### config.mk
export PLATFORM = sky130hd
export DESIGN_NAME = video_timing_gen_flat
export DESIGN_NICKNAME = d
export VERILOG_FILES = /design/src/rtl/video_timing_gen_if.sv /design/src/rtl/video_timing_gen.sv /design/src/flat_wrapper.sv
export SDC_FILE = /design/constraint.sdc
export NUM_CORES = 1
export LEC_CHECK = 0
export ABC_AREA = 0
export ABC_CLOCK_PERIOD_IN_PS = 4800
export CORE_MARGIN = 4
export CORE_UTILIZATION = 48
export CTS_CLUSTER_SIZE = 28
export DETAILED_ROUTE_END_ITERATION = 6
export PLACE_DENSITY = 0.72
export REMOVE_ABC_BUFFERS = 1
export SLEW_MARGIN = 20
export SYNTH_ARGS = -nofsm -noshare
export SYNTH_HDL_FRONTEND = slang
export SYNTH_SLANG_ARGS = --single-unit
### constraint.sdc
create_clock -name clk_i -period 4.8 [get_ports clk_i]
set_input_delay 0.96 -clock clk_i [delete_from_list [all_inputs] [get_ports clk_i]]
set_output_delay 0.96 -clock clk_i [all_outputs]
set_load 0.1 [all_outputs]
### src/rtl/video_timing_gen_if.sv
// Video bus between the raster/pattern generator and the pixel-processing stage.
// The generator drives it through the master modport; the consumer uses slave.
interface video_timing_gen_if;
   logic        cen_i;
   logic [1:0]  pat_sel_i;
   logic [23:0] solid_rgb_i;
   logic [23:0] vid_rgb_o;
   logic [1:0]  vh_blank_o;
   logic [2:0]  dvh_sync_o;
   logic        frame_start_o;

   modport master (
      input  cen_i, pat_sel_i, solid_rgb_i,
      output vid_rgb_o, vh_blank_o, dvh_sync_o, frame_start_o
   );

   modport slave (
      output cen_i, pat_sel_i, solid_rgb_i,
      input  vid_rgb_o, vh_blank_o, dvh_sync_o, frame_start_o
   );
endinterface

### src/rtl/video_timing_gen.sv
// Free-running raster timing generator with a built-in test-pattern source.
// Counters point at the pixel registered on the next enabled edge.
module video_timing_gen #(
   parameter int H_ACTIVE = 1920,
   parameter int H_FP     = 88,
   parameter int H_SYNC   = 44,
   parameter int H_BP     = 148,
   parameter int V_ACTIVE = 1080,
   parameter int V_FP     = 4,
   parameter int V_SYNC   = 5,
   parameter int V_BP     = 36,
   parameter bit HS_POL   = 1'b1,
   parameter bit VS_POL   = 1'b1
) (
   input  logic               clk_i,
   input  logic               rst_ni,
   video_timing_gen_if.master vif
);
   localparam int H_TOTAL = H_ACTIVE + H_FP + H_SYNC + H_BP;
   localparam int V_TOTAL = V_ACTIVE + V_FP + V_SYNC + V_BP;

   localparam logic [11:0] H_ACT    = 12'(H_ACTIVE);
   localparam logic [11:0] H_LAST   = 12'(H_TOTAL - 1);
   localparam logic [11:0] HS_ON    = 12'(H_ACTIVE + H_FP);
   localparam logic [11:0] HS_OFF   = 12'(H_ACTIVE + H_FP + H_SYNC);
   localparam logic [11:0] BAR_LAST = 12'(H_ACTIVE / 8 - 1);
   localparam logic [10:0] V_ACT    = 11'(V_ACTIVE);
   localparam logic [10:0] V_ACT_LAST = 11'(V_ACTIVE - 1);
   localparam logic [10:0] V_LAST   = 11'(V_TOTAL - 1);
   localparam logic [10:0] VS_ON    = 11'(V_ACTIVE + V_FP);
   localparam logic [10:0] VS_OFF   = 11'(V_ACTIVE + V_FP + V_SYNC);

   logic [11:0] h_cnt_q, h_cnt_d;
   logic [10:0] v_cnt_q, v_cnt_d;
   logic [7:0]  frame_cnt_q, frame_cnt_d;
   logic [11:0] bar_px_q, bar_px_d;
   logic [2:0]  bar_idx_q, bar_idx_d;
   logic [1:0]  pat_q, pat_d;
   logic [23:0] rgb_q, rgb_d;
   logic [1:0]  blank_q, blank_d;
   logic [2:0]  sync_q, sync_d;
   logic        fs_q, fs_d;

   logic        line_end, frame_end, first_px;
   logic        hblank, vblank, active, hsync, vsync;
   logic [1:0]  pat_cur;
   logic [11:0] chk_x;

   function automatic logic [23:0] bar_colour(input logic [2:0] idx);
      case (idx)
         3'd0:    return 24'hFFFFFF;
         3'd1:    return 24'hFFFF00;
         3'd2:    return 24'h00FFFF;
         3'd3:    return 24'h00FF00;
         3'd4:    return 24'hFF00FF;
         3'd5:    return 24'hFF0000;
         3'd6:    return 24'h0000FF;
         default: return 24'h000000;
      endcase
   endfunction

   assign line_end  = (h_cnt_q == H_LAST);
   assign frame_end = line_end && (v_cnt_q == V_LAST);
   assign first_px  = (h_cnt_q == 12'd0) && (v_cnt_q == 11'd0);
   // A new pattern takes effect from pixel (0,0) itself, never mid-frame.
   assign pat_cur   = first_px ? vif.pat_sel_i : pat_q;

   assign hblank = (h_cnt_q >= H_ACT);
   // Vblank edges land on the Hblank rising edge so frame start is detectable downstream.
   assign vblank = ((v_cnt_q == V_ACT_LAST) && hblank) ||
                   ((v_cnt_q >= V_ACT) && (v_cnt_q < V_LAST)) ||
                   ((v_cnt_q == V_LAST) && !hblank);
   assign active = !hblank && (v_cnt_q < V_ACT);
   assign hsync  = (h_cnt_q >= HS_ON) && (h_cnt_q < HS_OFF);
   assign vsync  = (v_cnt_q >= VS_ON) && (v_cnt_q < VS_OFF);
   assign chk_x  = h_cnt_q + {4'd0, frame_cnt_q};

   always_comb begin
      h_cnt_d     = h_cnt_q;
      v_cnt_d     = v_cnt_q;
      frame_cnt_d = frame_cnt_q;
      bar_px_d    = bar_px_q;
      bar_idx_d   = bar_idx_q;
      pat_d       = pat_q;
      rgb_d       = rgb_q;
      blank_d     = blank_q;
      sync_d      = sync_q;
      fs_d        = 1'b0;
      if (vif.cen_i) begin
         h_cnt_d = line_end ? 12'd0 : h_cnt_q + 12'd1;
         if (line_end) v_cnt_d = frame_end ? 11'd0 : v_cnt_q + 11'd1;
         if (frame_end) frame_cnt_d = frame_cnt_q + 8'd1;
         if (line_end) begin
            bar_px_d  = 12'd0;
            bar_idx_d = 3'd0;
         end else if (bar_px_q == BAR_LAST) begin
            bar_px_d  = 12'd0;
            bar_idx_d = bar_idx_q + 3'd1;
         end else begin
            bar_px_d  = bar_px_q + 12'd1;
         end
         pat_d = pat_cur;
         rgb_d = 24'h000000;
         if (active) begin
            case (pat_cur)
               2'd0:    rgb_d = bar_colour(bar_idx_q);
               2'd1:    rgb_d = {3{h_cnt_q[10:3]}};
               2'd2:    rgb_d = (chk_x[6] ^ v_cnt_q[6]) ? 24'h000000 : 24'hFFFFFF;
               default: rgb_d = vif.solid_rgb_i;
            endcase
         end
         blank_d = {vblank, hblank};
         sync_d  = {active, vsync ? VS_POL : ~VS_POL, hsync ? HS_POL : ~HS_POL};
         fs_d    = first_px;
      end
   end

   always_ff @(posedge clk_i) begin
      if (!rst_ni) begin
         h_cnt_q     <= 12'd0;
         v_cnt_q     <= 11'd0;
         frame_cnt_q <= 8'd0;
         bar_px_q    <= 12'd0;
         bar_idx_q   <= 3'd0;
         pat_q       <= 2'd0;
         rgb_q       <= 24'h000000;
         blank_q     <= 2'b11;
         sync_q      <= {1'b0, ~VS_POL, ~HS_POL};
         fs_q        <= 1'b0;
      end else begin
         h_cnt_q     <= h_cnt_d;
         v_cnt_q     <= v_cnt_d;
         frame_cnt_q <= frame_cnt_d;
         bar_px_q    <= bar_px_d;
         bar_idx_q   <= bar_idx_d;
         pat_q       <= pat_d;
         rgb_q       <= rgb_d;
         blank_q     <= blank_d;
         sync_q      <= sync_d;
         fs_q        <= fs_d;
      end
   end

   assign vif.vid_rgb_o     = rgb_q;
   assign vif.vh_blank_o    = blank_q;
   assign vif.dvh_sync_o    = sync_q;
   assign vif.frame_start_o = fs_q;
endmodule
### src/flat_wrapper.sv
// flat-port wrapper written by rule: the top's interface ports become plain ports
module video_timing_gen_flat 
#(
   parameter int H_ACTIVE = 1920,
   parameter int H_FP     = 88,
   parameter int H_SYNC   = 44,
   parameter int H_BP     = 148,
   parameter int V_ACTIVE = 1080,
   parameter int V_FP     = 4,
   parameter int V_SYNC   = 5,
   parameter int V_BP     = 36,
   parameter bit HS_POL   = 1'b1,
   parameter bit VS_POL   = 1'b1
)
  (clk_i, rst_ni, vif_cen_i, vif_pat_sel_i, vif_solid_rgb_i, vif_vid_rgb_o, vif_vh_blank_o, vif_dvh_sync_o, vif_frame_start_o);
  video_timing_gen_if vif_i ();
  input  logic clk_i;
  input  logic rst_ni;
  input wire logic [$bits(vif_i.cen_i)-1:0] vif_cen_i;
  input wire logic [$bits(vif_i.pat_sel_i)-1:0] vif_pat_sel_i;
  input wire logic [$bits(vif_i.solid_rgb_i)-1:0] vif_solid_rgb_i;
  output wire logic [$bits(vif_i.vid_rgb_o)-1:0] vif_vid_rgb_o;
  output wire logic [$bits(vif_i.vh_blank_o)-1:0] vif_vh_blank_o;
  output wire logic [$bits(vif_i.dvh_sync_o)-1:0] vif_dvh_sync_o;
  output wire logic [$bits(vif_i.frame_start_o)-1:0] vif_frame_start_o;
  assign vif_i.cen_i = vif_cen_i;
  assign vif_i.pat_sel_i = vif_pat_sel_i;
  assign vif_i.solid_rgb_i = vif_solid_rgb_i;
  assign vif_vid_rgb_o = vif_i.vid_rgb_o;
  assign vif_vh_blank_o = vif_i.vh_blank_o;
  assign vif_dvh_sync_o = vif_i.dvh_sync_o;
  assign vif_frame_start_o = vif_i.frame_start_o;
  video_timing_gen #(.H_ACTIVE(H_ACTIVE), .H_FP(H_FP), .H_SYNC(H_SYNC), .H_BP(H_BP), .V_ACTIVE(V_ACTIVE), .V_FP(V_FP), .V_SYNC(V_SYNC), .V_BP(V_BP), .HS_POL(HS_POL), .VS_POL(VS_POL)) u_core (.clk_i(clk_i), .rst_ni(rst_ni), .vif(vif_i));
endmodule
## Word-level counts from Yosys, hierarchy flattened

Index checks and enable logic that the tools add are counted.

| storage, ports and cells | value |
|---|---|
| register bits after elaboration | 78 |
| bits of input ports | 29 |
| output and inout bits | 30 |

| cells by class | value |
|---|---|
| $add $sub $neg | 6 |
| order comparisons | 8 |
| equality and inequality tests | 12 |
| multiplexer cells | 13 |
| bitwise logic cells | 1 |
| reduce and logical (&&, ||, !) cells | 20 |

Operators by type and width:

| kind | number |
|---|---|
| one-hot mux 24 bit (7 select lines) | 1 |
| one-hot mux 24 bit (3 select lines) | 1 |
| two-way mux 24 bit | 2 |
| two-way mux 12 bit | 3 |
| less-than comparator 11 bit (second input constant) | 3 |
| adder 12 x 1 -> 12 bit (second input constant) | 2 |
| greater-or-equal comparator 12 x 11 -> 1 bit (second input constant) | 2 |
| equality test 11 bit (second input constant) | 2 |
| greater-or-equal comparator 11 bit (second input constant) | 2 |
| equality test 12 bit (second input constant) | 1 |
| equality test 12 x 8 -> 1 bit (second input constant) | 1 |
| logical NOT 12 bit | 1 |
| less-than comparator 12 bit (second input constant) | 1 |
| adder 11 x 1 -> 11 bit (second input constant) | 1 |
| logical NOT 11 bit | 1 |
| two-way mux 11 bit | 1 |
| equality test 3 bit (second input constant) | 3 |
| adder 8 x 1 -> 8 bit (second input constant) | 1 |
| logical AND 1 bit | 8 |
| AND reduction 2 bit | 4 |
| adder 7 bit | 1 |
| equality test 3 x 2 -> 1 bit (second input constant) | 2 |
| two-way mux 3 bit | 2 |
| adder 3 x 1 -> 3 bit (second input constant) | 1 |
| 11 further kinds | 13 |

## Depth between registers and ports, before layout

Gate-level depths: netlist of run 1.

| logic depth | value |
|---|---|
| depth in word-level cells | 6 |
| gate-level depth with buffers | 10 |
| gate-level depth less buffers | 8 |

## Worst setup path before layout of run 1

Ideal clock, no wire load.

| timing | value |
|---|---|
| path kind | input-to-reg |
| from | input port vif_pat_sel_i[1] |
| to | register u_core.rgb_q[8] (netlist: u_core.vif.vid_rgb_o[8]) |
| library setup time | 140 ps |
| arrival | 2344 ps |
| setup slack | 2316 ps |
| stages on the path | 9 |
| cell sequence | clkbuf_1 nand2_1 or4_1 clkbuf_1 clkbuf_1 nor3_1 a211oi_1 o21ai_0 a21oi_1 |

| on the way | value |
|---|---|
| longest elaborated chain between the ends | 4 |

Ends and longest elaborated chain:

| what | line | text |
|---|---|---|
| from (decl) | flat_wrapper.sv:20 | `input wire logic [$bits(vif_i.pat_sel_i)-1:0] vif_pat_sel_i;` |
| two-way mux 2 bit (*) | video_timing_gen.sv:66 | `assign pat_cur = first_px ? vif.pat_sel_i : pat_q;` |
| equality test 2 bit, or another cell as far along | video_timing_gen.sv:105 | `case (pat_cur)` |
| one-hot mux 24 bit (3 select lines) (*) | video_timing_gen.sv:105 |  |
| two-way mux 24 bit (*) | video_timing_gen.sv:104 | `if (active) begin` |
| to (signal assigned) | video_timing_gen.sv:137 | `rgb_q <= rgb_d;` |
| to (decl) | video_timing_gen.sv:39 | `logic [23:0] rgb_q, rgb_d;` |

Mark *: on every way between the ends. The rest lies on a longest branch, timed or not.
A chain may end at the register's enable or synchronous reset.

## Final worst setup path of run 1

| timing | value |
|---|---|
| from | register u_core.h_cnt_q[6] |
| to | register u_core.rgb_q[23] (netlist: u_core.vif.vid_rgb_o[23]) |

| on the way | value |
|---|---|
| longest elaborated chain between the ends | 6 |

Ends and longest elaborated chain:

| what | line | text |
|---|---|---|
| from (decl) | video_timing_gen.sv:33 | `logic [11:0] h_cnt_q, h_cnt_d;` |
| from (signal assigned) | video_timing_gen.sv:131 | `h_cnt_q <= h_cnt_d;` |
| branches (longest 5 deep; another with adder 7 bit) | -- |  |
| two-way mux 24 bit (*) | video_timing_gen.sv:104 |  |

Mark *: on every way between the ends.

==> metrics.md, run 1 <==
| Metric | Value |
|---|---|
| Worst skew pair latency | `0.35 ns` |
| Global-route total usage across every layer | `0.212` |
| Clock tree from TritonCTS | `yes` |
| Antenna violations before repair | `0` |
| Reported leakage power | `1.88 nW` |
| R2r endpoint | `u_core.vif.vid_rgb_o[23]` |
| Kind of path behind the tightest hold check | `reg2reg` |
| Pint | `0.994 mW` |
| Number of flops mapped to enable cells by yosys | `0` |
| Via count of the first global-routing pass | `3824` |
| Highest ir drop seen on vdd | `0.170 mV` |
| Mapped Area | `4340 sq um` |
| Detail Route Antenna Nets | `0` |
| Crit-path max FO | `25` |
| Flop-to-flop setup slack | `1.55 ns` |
| Count of cells along the worst register-to-register path | `6` |
| Layout area overhead | `17.9%` |
| Nets | `652` |
| Power density over cell area | `303 nW/um^2` |
| Proportion of synthesized chip area in sequential cells | `0.355` |
| Measured slew at the worst slew-check pin | `1.06 ns` |
| Post-synthesis average cell area | `7.60 sq um` |
| Portion of total power attributed to sequential cells | `0.443` |
| Detailed-route wire length | `11100 microns` |
| Core Rows | `34` |
| Number of buffers added on ports | `58` |
| Endpoint type of the worst setup path | `flop` |
| Distinct cell type count of the synthesized netlist | `42` |
| FFs w/ async S/R, synth | `0` |
| Combinational power share | `0.262` |
| Commonest non-fill, non-tap cell in the layout | `sky130_fd_sc_hd__dfxtp_1` |
| Stage delay of the slowest cell on the critical path | `0.77 ns` |
| CP max stage cell | `sky130_fd_sc_hd__or3_1` |
| FF-to-FF Start | `u_core.h_cnt_q[6]` |
| Worst-case headroom to the max-slew limit | `0.294` |
| Setup TNS Final | `0 ns` |
| Met3 GRT Util | `0.0311` |
| Overflow left after global routing | `0` |
| Yosys warning total | `0` |
| PnR Total Power | `1.55 mW` |
| Maximum buffer depth of the clock tree | `2` |
| Highest clock rate | `308 MHz` |
| Signal arrival time at the worst endpoint | `3.45 ns` |
| HPWL reported at the end of detailed placement | `7750 microns` |
| Filler Cell Count | `794` |
| Global-route wire length before repair | `18200 microns` |
| Max-cap check violation count | `0` |
| Clk root buf | `sky130_fd_sc_hd__clkbuf_8` |
| Number of hold-repair buffers added at the cts stage | `0` |
| Final cycle utilization of the critical path | `0.676` |
| Final number of hold-violating endpoints | `0` |
| Worst-case clock skew | `0.0142 ns` |
| Number of pins exceeding their max-slew limit in the final report | `0` |
| Diodes inserted | `0` |
| Kind of cell adding the most delay to the critical path | `simple AND/OR/NAND/NOR gates` |
| Iteration-0 DRC count of the detailed router | `211` |
| Commonest cells after routing, fill and taps aside | `sky130_fd_sc_hd__dfxtp_1 (77), sky130_fd_sc_hd__nor2_1 (76), sky130_fd_sc_hd__a21oi_1 (67)` |
| GRT met2 Usage | `0.337` |
| Global routing's busiest layer | `met2` |
| WS Path Type | `reg2reg` |
| Number of placed cells counting well taps | `704` |
| Number of setup buffers added after CTS | `0` |
| Cell Chain, Critical Path | `or4_4 > or3_1 > nor4_2 > nor2_1 > a21oi_2 > a21oi_1` |
| Clk pwr share | `0.295` |
| Worst hold path endpoint | `u_core.bar_idx_q[2]` |
| Initial standard-cell utilization of the core | `0.495` |
| Cells after synthesis | `571` |
| Final worst hold slack | `0.478 ns` |
| Period minus WS final | `3.25 ns` |
| Detailed-route vias per instance | `5.77` |
| Clock-pin slew reported for the worst setup and hold paths after clock tree synthesis | `0.08 ns` |
| Worst hold start | `u_core.bar_idx_q[2]` |
| H-tree depth | `3` |
| Global routing usage on met1 | `0.294` |
| Required time at the endpoint of the critical path | `5.00 ns` |
| Non-filler instance count after layout | `720` |
| Outcome | `finished, final reports clean` |
| RSZ-0062 raised after global routing | `no` |
| Overall die width | `103 microns` |
| Total die area | `10600 sq um` |
| Routed length per placed instance | `15.4 microns` |
| Global placer's final weighted congestion | `0.820` |
| Count of clock tree sinks | `77` |
| Die extent in y | `103 microns` |
| Number of setup violations in the final report | `0` |
| Count of unresolved DRC violations after routing | `0` |
| Worst hold path cell count | `2` |
| Gates resized, CTS repair | `0` |
| Combined buffer and inverter count along the critical path | `0` |
| Pin count of the biggest net entering global routing | `37` |
| Number of buffers created by CTS | `9` |
| Number of primary I/O pins | `59` |
| Switching pwr | `0.556 mW` |
| Synth Register Bits | `77` |
| Layout cell share with drive strength beyond 1 | `0.0490` |
| Type of element launching the critical path | `flop` |
| Top_reg_cell synth | `sky130_fd_sc_hd__dfxtp_1` |
| Floorplan core area | `8760 sq um` |
| Fraction of power spent switching nets | `0.359` |
| Total iterations of the first detailed-routing run | `5` |
| Number of vias after detailed routing | `4155` |
-- sequential cells by signal, summed over array words and instances, names as in the netlist --
signal	cells
u_core.vif.vh_blank_o	2
u_core.vif.dvh_sync_o	3
u_core.vif.frame_start_o	1
u_core.bar_px_q	12
u_core.pat_q	2
u_core.v_cnt_q	11
u_core.h_cnt_q	12
u_core.bar_idx_q	3
u_core.vif.vid_rgb_o	24
u_core.frame_cnt_q	7
-- Yosys cell counts, types with 3 or more instances --
cell type / instances / area (sq um)
sky130_fd_sc_hd__nand2b_1: 4 / 25.0
sky130_fd_sc_hd__or4_1: 4 / 30.0
sky130_fd_sc_hd__a21o_1: 3 / 22.5
sky130_fd_sc_hd__inv_1: 13 / 48.8
sky130_fd_sc_hd__xor2_1: 21 / 184
sky130_fd_sc_hd__o21ai_0: 24 / 120
sky130_fd_sc_hd__nand2_1: 43 / 161
sky130_fd_sc_hd__clkbuf_1: 34 / 128
sky130_fd_sc_hd__nor2b_1: 25 / 156
sky130_fd_sc_hd__nor2_1: 76 / 285
sky130_fd_sc_hd__dfxtp_1: 77 / 1540
sky130_fd_sc_hd__ha_1: 16 / 200
sky130_fd_sc_hd__o21ai_1: 13 / 65.1
sky130_fd_sc_hd__nor3_1: 34 / 170
sky130_fd_sc_hd__a211oi_1: 25 / 188
sky130_fd_sc_hd__nand4_1: 10 / 62.6
sky130_fd_sc_hd__or3_1: 12 / 75.1
sky130_fd_sc_hd__nor4_1: 9 / 56.3
sky130_fd_sc_hd__a21oi_1: 67 / 335
sky130_fd_sc_hd__mux2i_1: 4 / 40.0
sky130_fd_sc_hd__xnor2_1: 10 / 87.6
sky130_fd_sc_hd__nand3_1: 12 / 60.1
sky130_fd_sc_hd__and3_1: 6 / 37.5
-- worst min-delay path, delay by kind of cell (launching register included) --
family	cells	cell delay [ns]
simple gates	1	0.06
flops	1	0.33
compound gates	1	0.05
-- area by class of cell --
type,instances,area [sq um],area share
flip-flops and latches,77,1540,0.301
multi-input cells,444,2610,0.509
repair buffers,62,606,0.118
inverters,13,48.8,0.00954
well taps,108,135,0.0264
clock buffers,13,159,0.0311
clock inverters,3,20.0,0.00391
-- cells by family (layout without fill, tap and decap cells) --
group	count (synthesis)	count (layout)	synth area share
mux	5	5	0.0118
xor+xnor	31	31	0.0626
compound gates	143	143	0.191
simple gates	249	249	0.288
buf+inv	50	91	0.0455
fa+ha+maj	16	16	0.0461
flops	77	77	0.355
-- stage by stage --
stage                     instance area, sq um   util  setup slack (ns)
after floorplan                           4190      -              1.25
after global placement                    4940  0.563              1.61
after detailed placement                  4940  0.563              1.52
after CTS                                 5120  0.584              1.61
after global routing                      5120  0.584              1.39
final                                     5120  0.584              1.55
-- power by group through the flow --
stage	Combinational [mW]	Sequential [mW]	Clock (mW)
floorplan	0.109	0.868	0
global placement	0.400	0.700	0
detailed placement	0.405	0.700	0
CTS	0.406	0.686	0.463
global route	0.427	0.689	0.494
finish	0.407	0.686	0.457
-- layer usage --
layer  wire length, microns  share of wire
met4                    147          0.013
met1                   5210           0.47
met5                      0              0
met2                   5180           0.47
met3                    530          0.048
-- worst max path at each step --
stage	from	endpoint	depth (start not counted)
6_report	u_core.h_cnt_q[6]	u_core.vif.vid_rgb_o[23]	6
5_1_grt	u_core.h_cnt_q[6]	u_core.vif.vid_rgb_o[3]	6
4_1_cts	u_core.h_cnt_q[6]	u_core.vif.vid_rgb_o[19]	6
3_5_place_dp	vif_pat_sel_i[1]	u_core.vif.vid_rgb_o[12]	7
3_3_place_gp	vif_pat_sel_i[1]	u_core.vif.vid_rgb_o[6]	7
2_1_floorplan	u_core.v_cnt_q[0]	u_core.vif.vid_rgb_o[0]	8
Power figures use the tool's default switching activity.
==> run 2, diff against run 1 <==
--- a/config.mk
+++ b/config.mk
@@ -6,7 +6,7 @@
 export NUM_CORES = 1
 export LEC_CHECK = 0
 export ABC_AREA = 0
-export ABC_CLOCK_PERIOD_IN_PS = 4800
+export ABC_CLOCK_PERIOD_IN_PS = 3100
 export CORE_MARGIN = 4
 export CORE_UTILIZATION = 48
 export CTS_CLUSTER_SIZE = 28
==> constraint.sdc (replaced) <==
create_clock -name clk_i -period 3.1 [get_ports clk_i]
set_input_delay 0.62 -clock clk_i [delete_from_list [all_inputs] [get_ports clk_i]]
set_output_delay 0.62 -clock clk_i [all_outputs]
set_load 0.1 [all_outputs]
==> run 2 against run 1 <==
  * Largest power group unchanged
  * Non-clock buffer count is 9 higher
  * Maximum frequency up 20%
  * Clock-buffer cell count fell by 1
  * First-iteration DRC count increased by 11%
  * Worst setup slack got worse by 1.2 ns
  * Routed wire length is 4.4% higher
  * Largest cell class unchanged
==> metrics.md, run 2 (synthesis results as in run 1) <==
| Metric | Value |
|---|---|
| Worst-case clock skew | `0.00848 ns` |
| Global-route total usage across every layer | `0.224` |
| Iteration-0 DRC count of the detailed router | `235` |
| Measured slew at the worst slew-check pin | `0.918 ns` |
| Layout cell share with drive strength beyond 1 | `0.114` |
| Worst skew pair latency | `0.34 ns` |
| Highest ir drop seen on vdd | `0.334 mV` |
| Kind of path behind the tightest hold check | `reg2reg` |
| Worst-case headroom to the max-slew limit | `0.387` |
| Die extent in y | `103 microns` |
| Flip-flop count of the largest register after layout | `24` |
| Total die area | `10600 sq um` |
| Period minus WS final | `2.70 ns` |
| Maximum buffer depth of the clock tree | `2` |
| Count of unresolved DRC violations after routing | `0` |
| Signal arrival time at the worst endpoint | `2.97 ns` |
| Diodes inserted | `0` |
| Power density over cell area | `466 nW/um^2` |
| Number of buffers created by CTS | `9` |
| Crit-path max FO | `21` |
| Number of pins exceeding their max-slew limit in the final report | `0` |
| Final cycle utilization of the critical path | `0.870` |
| Clk root buf | `sky130_fd_sc_hd__clkbuf_8` |
| HPWL reported at the end of detailed placement | `7960 microns` |
| Detailed-route wire length | `11500 microns` |
| Final worst hold slack | `0.478 ns` |
| Number of setup buffers added after CTS | `0` |
| Commonest cells after routing, fill and taps aside | `sky130_fd_sc_hd__dfxtp_1 (77), sky130_fd_sc_hd__nor2_1 (76), sky130_fd_sc_hd__a21oi_1 (67)` |
| Detail Route Antenna Nets | `0` |
| Routed length per placed instance | `15.8 microns` |
| Max-cap check violation count | `0` |
| Outcome | `finished, final reports clean` |
| Pin count of the biggest net entering global routing | `49` |
| Clock tree from TritonCTS | `yes` |
| Endpoint type of the worst setup path | `flop` |
| Number of buffers added on ports | `58` |
| Core Rows | `34` |
| H-tree depth | `3` |
| Type of element launching the critical path | `flop` |
| Number of primary I/O pins | `59` |
| Total iterations of the first detailed-routing run | `5` |
| Nets | `661` |
| Reported leakage power | `1.98 nW` |
| Number of vias after detailed routing | `4249` |
| Via count of the first global-routing pass | `4077` |
| Number of setup violations in the final report | `0` |
| Count of clock tree sinks | `77` |
| Final number of hold-violating endpoints | `0` |
| Layout area overhead | `17.7%` |
| Overall die width | `103 microns` |
| Highest clock rate | `371 MHz` |
| Clock-pin slew reported for the worst setup and hold paths after clock tree synthesis | `0.08 ns` |
| Number of hold-repair buffers added at the cts stage | `0` |
| Initial standard-cell utilization of the core | `0.495` |
| Gates resized, CTS repair | `0` |
| Commonest non-fill, non-tap cell in the layout | `sky130_fd_sc_hd__dfxtp_1` |
| Antenna violations before repair | `0` |
| Global-route wire length before repair | `19000 microns` |
| WS Path Type | `reg2reg` |
| Global placer's final weighted congestion | `0.852` |
| PnR Total Power | `2.38 mW` |
| RSZ-0062 raised after global routing | `no` |
| Required time at the endpoint of the critical path | `3.37 ns` |
| Floorplan core area | `8760 sq um` |
| Overflow left after global routing | `0` |
| Detailed-route vias per instance | `5.83` |
-- run 2: stage by stage --
stage	utilization	area [sq um]	instances	TNS, ns	setup WS (ns)
finish	0.583	5110	729	0	0.403
global route	0.583	5110	729	0	0.132
CTS	0.583	5110	729	0	0.337
detailed placement	0.563	4930	713	0	0.350
global placement	0.563	4930	713	0	0.422
floorplan	-	4190	534	-9.35	-0.445
-- run 2: layer usage --
metal	vias to the layer above	part of all wire	GRT usage
met1	2012	0.46	0.298
met5	-	0	0
li1	2105	-	-
met4	0	0.019	0.0837
met3	22	0.047	0.0460
met2	110	0.47	0.357
-- run 2: layout make-up --
cell class                      instances  area, sq um
Sequential cell                        77         1540
Inverter                               13         48.8
Timing Repair Buffer                   71          598
Tap cell                              108          135
Clock buffer                           12          155
Multi-Input combinational cell        444         2610
Fill cell                             818         3650
Clock inverter                          4         22.5
-- run 2: critical path: stages (launching register included) --
cell                      delay (ns)
sky130_fd_sc_hd__dfxtp_1        0.36
sky130_fd_sc_hd__inv_1          0.07
sky130_fd_sc_hd__ha_1           0.15
sky130_fd_sc_hd__or4bb_1        0.54
sky130_fd_sc_hd__nor3_1         0.42
sky130_fd_sc_hd__nand2_2        0.29
sky130_fd_sc_hd__o31ai_2        0.23
sky130_fd_sc_hd__buf_4          0.29
sky130_fd_sc_hd__a21oi_1        0.10
sky130_fd_sc_hd__a21oi_1        0.16
-- run 2: power breakdown --
| group | total [mW] | internal, mW | switching (mW) | leakage, nW |
|---|---|---|---|---|
| Sequential | 1.06 | 1.03 | 0.0296 | 0.628 |
| Clock | 0.695 | 0.331 | 0.364 | 0.0921 |
| Combinational | 0.624 | 0.163 | 0.461 | 1.26 |
| Total | 2.38 | 1.53 | 0.855 | 1.98 |
-- run 2: final timing paths --
| kind | start | to | slack, ns | depth (start not counted) |
|---|---|---|---|---|
| worst max-delay path | u_core.v_cnt_q[0] | u_core.vif.vid_rgb_o[12] | 0.40 | 9 |
| worst min-delay path | u_core.vif.dvh_sync_o[1] | u_core.vif.dvh_sync_o[1] | 0.48 | 2 |
| worst max register to register | u_core.v_cnt_q[0] | u_core.vif.vid_rgb_o[12] | 0.40 | 9 |
| worst min register to register | u_core.vif.dvh_sync_o[1] | u_core.vif.dvh_sync_o[1] | 0.48 | 2 |
==> run 3, diff against run 2 <==
--- a/config.mk
+++ b/config.mk
@@ -7,6 +7,7 @@
 export LEC_CHECK = 0
 export ABC_AREA = 0
 export ABC_CLOCK_PERIOD_IN_PS = 3100
+export CAP_MARGIN = 10
 export CORE_MARGIN = 4
 export CORE_UTILIZATION = 48
 export CTS_CLUSTER_SIZE = 28
==> results of run 3 <==
Final layout, timing and power as in run 2 (identical DEF).
